`config.mk`:
```
export PLATFORM = sky130hd
export DESIGN_NAME = ctrl_sequencer
export DESIGN_NICKNAME = d
export VERILOG_FILES = /design/src/rtl/ctrl_pkg.sv /design/src/rtl/ctrl_decode.sv /design/src/rtl/ctrl_sequencer.sv
export SDC_FILE = /design/constraint.sdc
export NUM_CORES = 1
export LEC_CHECK = 0
export ABC_CLOCK_PERIOD_IN_PS = 3600
export CORE_MARGIN = 3
export CORE_UTILIZATION = 31
export DETAILED_ROUTE_END_ITERATION = 16
export PLACE_DENSITY_LB_ADDON = 0.08
export SLEW_MARGIN = 40
export SYNTH_ARGS = -nofsm -noshare
export SYNTH_HDL_FRONTEND = slang
export SYNTH_SLANG_ARGS = --single-unit
```
`constraint.sdc`:
```
create_clock -name Clock -period 3.6 [get_ports Clock]
set_input_delay 0.72 -clock Clock [delete_from_list [all_inputs] [get_ports Clock]]
set_output_delay 0.72 -clock Clock [all_outputs]
set_load 0.02 [all_outputs]
```
`src/rtl/ctrl_pkg.sv`:
```
// Shared types and constants for the hardwired control sequencer.
package ctrl_pkg;

    typedef enum logic [3:0] {
        ST_IDLE,
        ST_T0,
        ST_T1,
        ST_T2,
        ST_T3,
        ST_T4,
        ST_T5,
        ST_HALT,
        ST_FAULT
    } state_e;

    localparam logic [4:0] OP_ADD  = 5'b00011;
    localparam logic [4:0] OP_SUB  = 5'b00100;
    localparam logic [4:0] OP_AND  = 5'b01001;
    localparam logic [4:0] OP_OR   = 5'b01010;
    localparam logic [4:0] OP_HALT = 5'b11011;

    localparam logic [4:0] ALU_SEL_ADD  = 5'd1;
    localparam logic [4:0] ALU_SEL_SUB  = 5'd2;
    localparam logic [4:0] ALU_SEL_AND  = 5'd3;
    localparam logic [4:0] ALU_SEL_OR   = 5'd4;
    localparam logic [4:0] ALU_SEL_IDLE = 5'd7;

    // Bus-source and load-enable positions share one index space.
    localparam int IDX_ZLO = 19;
    localparam int IDX_PC  = 20;
    localparam int IDX_IR  = 21;
    localparam int IDX_MDR = 22;
    localparam int IDX_MAR = 23;
    localparam int IDX_Y   = 24;

    function automatic logic [31:0] onehot32(input logic [3:0] reg_idx);
        onehot32 = 32'd1 << reg_idx;
    endfunction

endpackage

```
`src/rtl/ctrl_decode.sv`:
```
// Combinational opcode decode: supported ALU op, halt, and ALU select.
module ctrl_decode
    import ctrl_pkg::*;
(
    input  logic [4:0] opcode_i,
    output logic       supported_o,
    output logic       is_halt_o,
    output logic [4:0] alu_sel_o
);

    always_comb begin
        supported_o = 1'b0;
        is_halt_o   = 1'b0;
        alu_sel_o   = ALU_SEL_IDLE;
        case (opcode_i)
            OP_ADD:  begin supported_o = 1'b1; alu_sel_o = ALU_SEL_ADD; end
            OP_SUB:  begin supported_o = 1'b1; alu_sel_o = ALU_SEL_SUB; end
            OP_AND:  begin supported_o = 1'b1; alu_sel_o = ALU_SEL_AND; end
            OP_OR:   begin supported_o = 1'b1; alu_sel_o = ALU_SEL_OR;  end
            OP_HALT: is_halt_o = 1'b1;
            default: ;
        endcase
    end

endmodule

```
`src/rtl/ctrl_sequencer.sv`:
```
// Moore control FSM for the 32-bit bus datapath (fetch + 3-register ALU ops).
// Define CTRL_MEM_WAIT_EN to hold T1 until mem_ready.
module ctrl_sequencer
    import ctrl_pkg::*;
#(
    parameter logic [4:0] ALU_IDLE = 5'd7
) (
    input  logic        Clock,
    input  logic        clr,
    input  logic        run,
    input  logic        mem_ready,
    input  logic [31:0] ir,
    output logic [31:0] bus_sel,
    output logic [31:0] reg_enable,
    output logic [4:0]  alu_sel,
    output logic        read,
    output logic        inc_pc,
    output logic        instr_done,
    output logic        halted,
    output logic        illegal
);

    state_e     state_q, state_d;
    logic       op_supported, op_halt;
    logic [4:0] op_alu_sel;
    logic [3:0] ra, rb, rc;

    assign ra = ir[26:23];
    assign rb = ir[22:19];
    assign rc = ir[18:15];

    ctrl_decode u_decode (
        .opcode_i    (ir[31:27]),
        .supported_o (op_supported),
        .is_halt_o   (op_halt),
        .alu_sel_o   (op_alu_sel)
    );

`ifdef CTRL_MEM_WAIT_EN
    logic unused_bits;
    assign unused_bits = ^ir[14:0];
`else
    logic unused_bits;
    assign unused_bits = ^{ir[14:0], mem_ready};
`endif

    always_comb begin
        state_d = state_q;
        case (state_q)
            ST_IDLE:  if (run) state_d = ST_T0;
            ST_T0:    state_d = ST_T1;
`ifdef CTRL_MEM_WAIT_EN
            ST_T1:    if (mem_ready) state_d = ST_T2;
`else
            ST_T1:    state_d = ST_T2;
`endif
            ST_T2:    state_d = ST_T3;
            ST_T3: begin
                if (op_supported)  state_d = ST_T4;
                else if (op_halt)  state_d = ST_HALT;
                else               state_d = ST_FAULT;
            end
            ST_T4:    state_d = ST_T5;
            ST_T5:    state_d = run ? ST_T0 : ST_IDLE;
            ST_HALT:  state_d = ST_HALT;
            ST_FAULT: state_d = ST_FAULT;
            default:  state_d = ST_IDLE;
        endcase
    end

    always_ff @(posedge Clock) begin
        if (clr) state_q <= ST_IDLE;
        else     state_q <= state_d;
    end

    // Outputs decode from the registered state; ir is stable from T3 onward.
    always_comb begin
        bus_sel    = '0;
        reg_enable = '0;
        alu_sel    = ALU_IDLE;
        read       = 1'b0;
        inc_pc     = 1'b0;
        instr_done = 1'b0;
        halted     = 1'b0;
        illegal    = 1'b0;
        case (state_q)
            ST_T0: begin
                bus_sel[IDX_PC]     = 1'b1;
                reg_enable[IDX_MAR] = 1'b1;
                inc_pc              = 1'b1;
            end
            ST_T1: begin
                read                = 1'b1;
                reg_enable[IDX_MDR] = 1'b1;
            end
            ST_T2: begin
                bus_sel[IDX_MDR]    = 1'b1;
                reg_enable[IDX_IR]  = 1'b1;
            end
            ST_T3: begin
                if (op_supported) begin
                    bus_sel           = onehot32(rb);
                    reg_enable[IDX_Y] = 1'b1;
                end
            end
            ST_T4: begin
                bus_sel             = onehot32(rc);
                reg_enable[IDX_ZLO] = 1'b1;
                alu_sel             = op_alu_sel;
            end
            ST_T5: begin
                bus_sel[IDX_ZLO]    = 1'b1;
                reg_enable          = onehot32(ra);
                instr_done          = 1'b1;
            end
            ST_HALT:  halted  = 1'b1;
            ST_FAULT: illegal = 1'b1;
            default: ;
        endcase
    end

endmodule

```
# Word-level counts from Yosys, hierarchy flattened
# Cells that the tools add are included.
[totals]
register_bits = 4
output_inout_bits = 74
in_bits = 36
[op_classes]
eq_ne = 14
n_reduce_logical = 2
muxes = 30
shift = 3
[op_table]
columns = ["op", "n"]
rows = [
  ["$shl 1x4->32 const A", 3],
  ["$pmux 19 s2", 1],
  ["$pmux 4 s9", 1],
  ["$mux 32", 1],
  ["$mux 19", 1],
  ["$pmux 9 s2", 1],
  ["$eq 4x3->1 const B", 4],
  ["$mux 4", 3],
  ["$pmux 1 s2", 6],
  ["$pmux 3 s4", 1],
  ["$eq 5x4->1 const B", 2],
  ["$mux 1", 10],
  ["$pmux 1 s3", 3],
  ["$eq 4x2->1 const B", 2],
  ["$mux 7", 1],
  ["$eq 5x2->1 const B", 1],
  ["$eq 5x3->1 const B", 1],
  ["$eq 5x5->1 const B", 1],
  ["$mux 5", 1],
  ["$eq 4x1->1 const B", 1],
  ["$eq 4x4->1 const B", 1],
  ["$logic_not 4->1", 1],
  ["$reduce_or 4->1", 1],
  ["$ne 2x2->1 const B", 1],
]

# Logic depth before layout (Yosys ltp)
[depth]
ltp_word = 5
ltp_mapped = 5
depth_no_buf = 5

# Modules after synthesis
# Synthesis repeated with hierarchy kept, for this count alone.
[hier_totals]
hier_cells = 155
hier_area_um2 = 1038.5
[modules_own_cells]
columns = ["mod", "area_each_um2", "instances", "seq_area_each_um2", "cells_per_inst"]
rows = [
  ["ctrl_sequencer", 892.1, 1, 80.1, 133],
  ["ctrl_decode", 146.4, 1, 0.0, 22],
]

# Worst setup path after synthesis
# No wires, ideal clock.
[synth_path]
kind = "input port to output port"
startpoint = "input port ir[30]"
endpoint = "output port bus_sel[13]"
path_buffers = 1
stages = 5
arrival_time_ns = 2.188
path_slack_ns = 0.692
t_required_ns = 2.880
cell_sequence = "nand2b_1 > o31ai_1 > nor2_1 > buf_2 > o32ai_1"
[synth_via]
elab_chain_cells = 5
[synth_rtl]
columns = ["element", "line", "text"]
rows = [
  ["start, declared", "ctrl_sequencer.sv:12", "input logic [31:0] ir,"],
  ["$eq 5x2->1, or another cell as far along", "ctrl_decode.sv:15", "case (opcode_i)"],
  ["$reduce_or 4->1 (no line) *", "n/a", ""],
  ["$mux 1 *", "ctrl_decode.sv:15", ""],
  ["$mux 32 *", "ctrl_sequencer.sv:101", "if (op_supported) begin"],
  ["$pmux 19 s2 *", "ctrl_sequencer.sv:86", "case (state_q)"],
  ["end, declared", "ctrl_sequencer.sv:13", "output logic [31:0] bus_sel,"],
]
# Every way passes the cells marked *; elsewhere a longest branch is shown, timed or not.

# Worst setup path after layout
[layout_path]
startpoint = "input port ir[27]"
endpoint = "output port bus_sel[1]"
# Same word-level chain as after synthesis.

==> results by group <==
Synth
  – Unique masters post-synth: 38
  – Ys Warns: 0
  – Post-synthesis mux area share: 0.954%
  – Main synth FF type: dfxtp_1
  – Number of standard cells after synthesis: 161
  – FF+latch count, synth: 4
  – Compound-Gate Fraction of Synth Area: 20.5%
  – Ys async rst share: 0%
  – EDFF count, synth: 0
  – Main combinational cell family by area after synthesis: simple AND/OR/NAND/NOR gates
  – Post-Synth Adder-Cell Area: 0%
  – Synth Area in XOR/XNOR: 1.67%
  – Syn Std Cell Area: 1050 sq um
  – Post-Synth Simple-Gate Area: 44.8%
  – Register area share after synthesis: 7.63%
  – Avg Cell Area, Syn: 6.52 sq um

Global route
  – Global-route track usage on met1: 19.5%
  – Routing usage on met2: 28.5%
  – Initial antenna violation count: 0
  – Overflow after GRT: 0
  – Vias in the first global route: 1270
  – Total GRT Usage: 16.6%
  – Largest net degree at the start of global routing: 17
  – Grt met3 use: 3.69%
  – First-pass GRT wire length: 5.66 mm
  – GRT busiest layer: met2

Placed design
  – Dpl cell area: 1680 sq um
  – Hpwl dp: 2.98 mm
  – Port-buffer cells: 67
  – GPL Wtd Cong: 0.980

Cells and area
  – Most frequent cells in the layout: clkdlybuf4s50_1, conb_1, nor2_1
  – Nets@finish: 267
  – Most flops, register: state_q
  – Fin area: 1720 sq um
  – Area delta synth->final: 64.2%
  – Max reg flops: 4
  – Layout cells sized above 1: 8.73%
  – Largest regs: state_q (4)
  – Layout filler cell count: 329
  – Ant diodes: 0
  – Most common cell after layout, fill and taps aside: clkdlybuf4s50_1

Worst setup path
  – R2R setup slack: 1.95 ns
  – CP startpoint: ir[27]
  – Critical Path AT: 2.78 ns
  – R2R cell count: 3
  – CP endpoint kind: output pin
  – Worst endpoint required time: 2.88 ns
  – Critical R2R Launch: state_q[2]
  – RR Endpoint: state_q[3]
  – CP max stage delay: 0.64 ns
  – Crit path max fanout: 16
  – Critical-path cell list: clkdlybuf4s50_1, xnor2_1, nor3b_2, nor2_4, o31ai_1, clkdlybuf4s50_1
  – End point of the critical path: bus_sel[1]
  – Slowest CP cell: clkdlybuf4s50_1
  – Worst setup SP type: input port
  – Crit Path Category: in -> out
  – Critical Path Most Common Cell: clkdlybuf4s50_1

Die
  – Top Ports: 110
  – Die ar.: 4120 sq um
  – Initial Util: 33.3%
  – Die span in x: 64.2 um
  – Die Y: 64.2 um
  – Core area: 3150 sq um
  – # rows: 20

Detailed routing
  – DR iter-0 viols: 76
  – DRT Wirelength: 3.67 mm
  – DR vias/cell: 5.07
  – DRT Pass-1 Iters: 4
  – DRC Markers: 0
  – Routed via count: 1383
  – Number of routed nets with antenna violations: 0
  – WL/cell: 13.5 um

STA
  – Fin crit share: 97.3%
  – Setup TNS: 0 ns
  – Setup Viol. Count Final: 0
  – Worst Tran Pin Value: 0.573 ns
  – Count of final hold-check violations: 0
  – Final slew viol count: 0
  – Fmax: 0.285 GHz
  – Rel. slew slack: 61.3%
  – Final Skew: 0.000874 ns
  – Final min period: 3.50 ns

Power and ir drop
  – Combinational share of power: 66.3%
  – Cell-internal power: 0.218 mW
  – Sw frac: 49.6%
  – Net Sw Power: 0.214 mW
  – Power share of the clock group: 12.4%
  – Worst VDD drop: 0.216 mV
  – PD cells: 251 nW/um^2
  – Leakage dissipation: 0.775 nW
  – Flop pwr share: 21.3%
  – Design Power: 0.432 mW

Clocking
  – Htree depth: 1
  – Post-CTS Hold Buffers: 0
  – Worst-Skew Late Latency: 0.23 ns
  – CTS clock-pin slew for the worst setup and hold paths: 0.03 ns
  – Num CTS Buffers: 3
  – Post-CTS setup repair buffer count: 0
  – Root buffer cell: clkbuf_4
  – CTS Sinks: 4
  – Clock Path Buffers: 2
  – CTS tree: built

Flow run
  – Maxcap violations: 0

Min path
  – Worst min path class: reg -> reg

Outcome
  – Outcome: finished, final reports clean
[cell type report]
cell class / count / area, sq um / area share [%]
Multi-Input combinational cell: 144 / 823 / 47.8
Clock buffer: 3 / 22.5 / 1.31
Timing Repair Buffer: 73 / 724 / 42.0
Sequential cell: 4 / 80.1 / 4.64
Tap cell: 44 / 55.1 / 3.19
Inverter: 5 / 18.8 / 1.09
[power groups by stage]
stage               clock [mW]  sequential [mW]  combinational, mW
global route            0.0632           0.0981              0.310
global placement             0           0.0916              0.282
finish                  0.0534           0.0921              0.287
CTS                     0.0573           0.0920              0.286
floorplan                    0           0.0628              0.227
detailed placement           0           0.0926              0.284
[through the flow]
stage	setup WS, ns	utilization [%]	hold WS, ns	std cells
after floorplan	0.692	-	0.572	186
after global placement	-0.0716	53.3	0.642	270
after detailed placement	-0.164	53.3	0.651	270
after CTS	0.00280	53.8	0.654	273
after global routing	-0.00228	54.7	0.697	273
final	0.0972	54.7	0.651	273
[synth_stat cells (all sizes together), types with 2 or more instances]
library cell	instances	area share, %
o21ba	2	1.9
nand3	7	3.3
nand4bb	2	2.1
nand2	12	4.3
nand3b	5	3.6
nand2b	9	5.4
o31ai	8	5.7
dfxtp	4	7.6
nor2	25	8.9
nor3	12	5.7
or2	2	1.2
inv	5	1.8
o22ai	2	1.2
nand4	2	1.2
buf	32	22
o32ai	9	7.5
or3	4	2.9
o21ai	3	1.4
[critical path: cells and delay by family]
family	cells	cell delay, ns
AOI/OAI and AO/OA	1	0.28
xor gates and xnor gates	1	0.13
and+or+nand+nor	2	0.41
buffers and inverters	2	1.24
[per-layer routing]
metal | up-vias | share of wire, % | wire, um
met5 | - | 0 | 0
met4 | 0 | 0.63 | 23
met3 | 7 | 9.2 | 338
met2 | 79 | 50 | 1830
met1 | 628 | 40 | 1480
li1 | 669 | - | -
[how the worst min path moves through the flow]
stage,depth (start not counted),startpoint,end
2_1_floorplan,2,state_q[3],state_q[1]
3_3_place_gp,2,state_q[3],state_q[3]
3_5_place_dp,2,state_q[2],state_q[1]
4_1_cts,2,state_q[2],state_q[1]
5_1_grt,2,state_q[3],state_q[3]
6_report,2,state_q[2],state_q[1]
[what timing repair did]
item | in CTS | in global routing
pin swaps | 0 | 0
resized for setup | 8 | 9
setup endpoints to repair | 16 | 9
[kinds of logic after synthesis]
logic type / count (synthesis)
AND/OR/NAND/NOR: 87
flip-flops: 4
buffers and inverters: 38
AO/OA/AOI/OAI: 28
other: 1
multiplexers: 1
XOR/XNOR: 2
(Power assumes the default switching activity.)
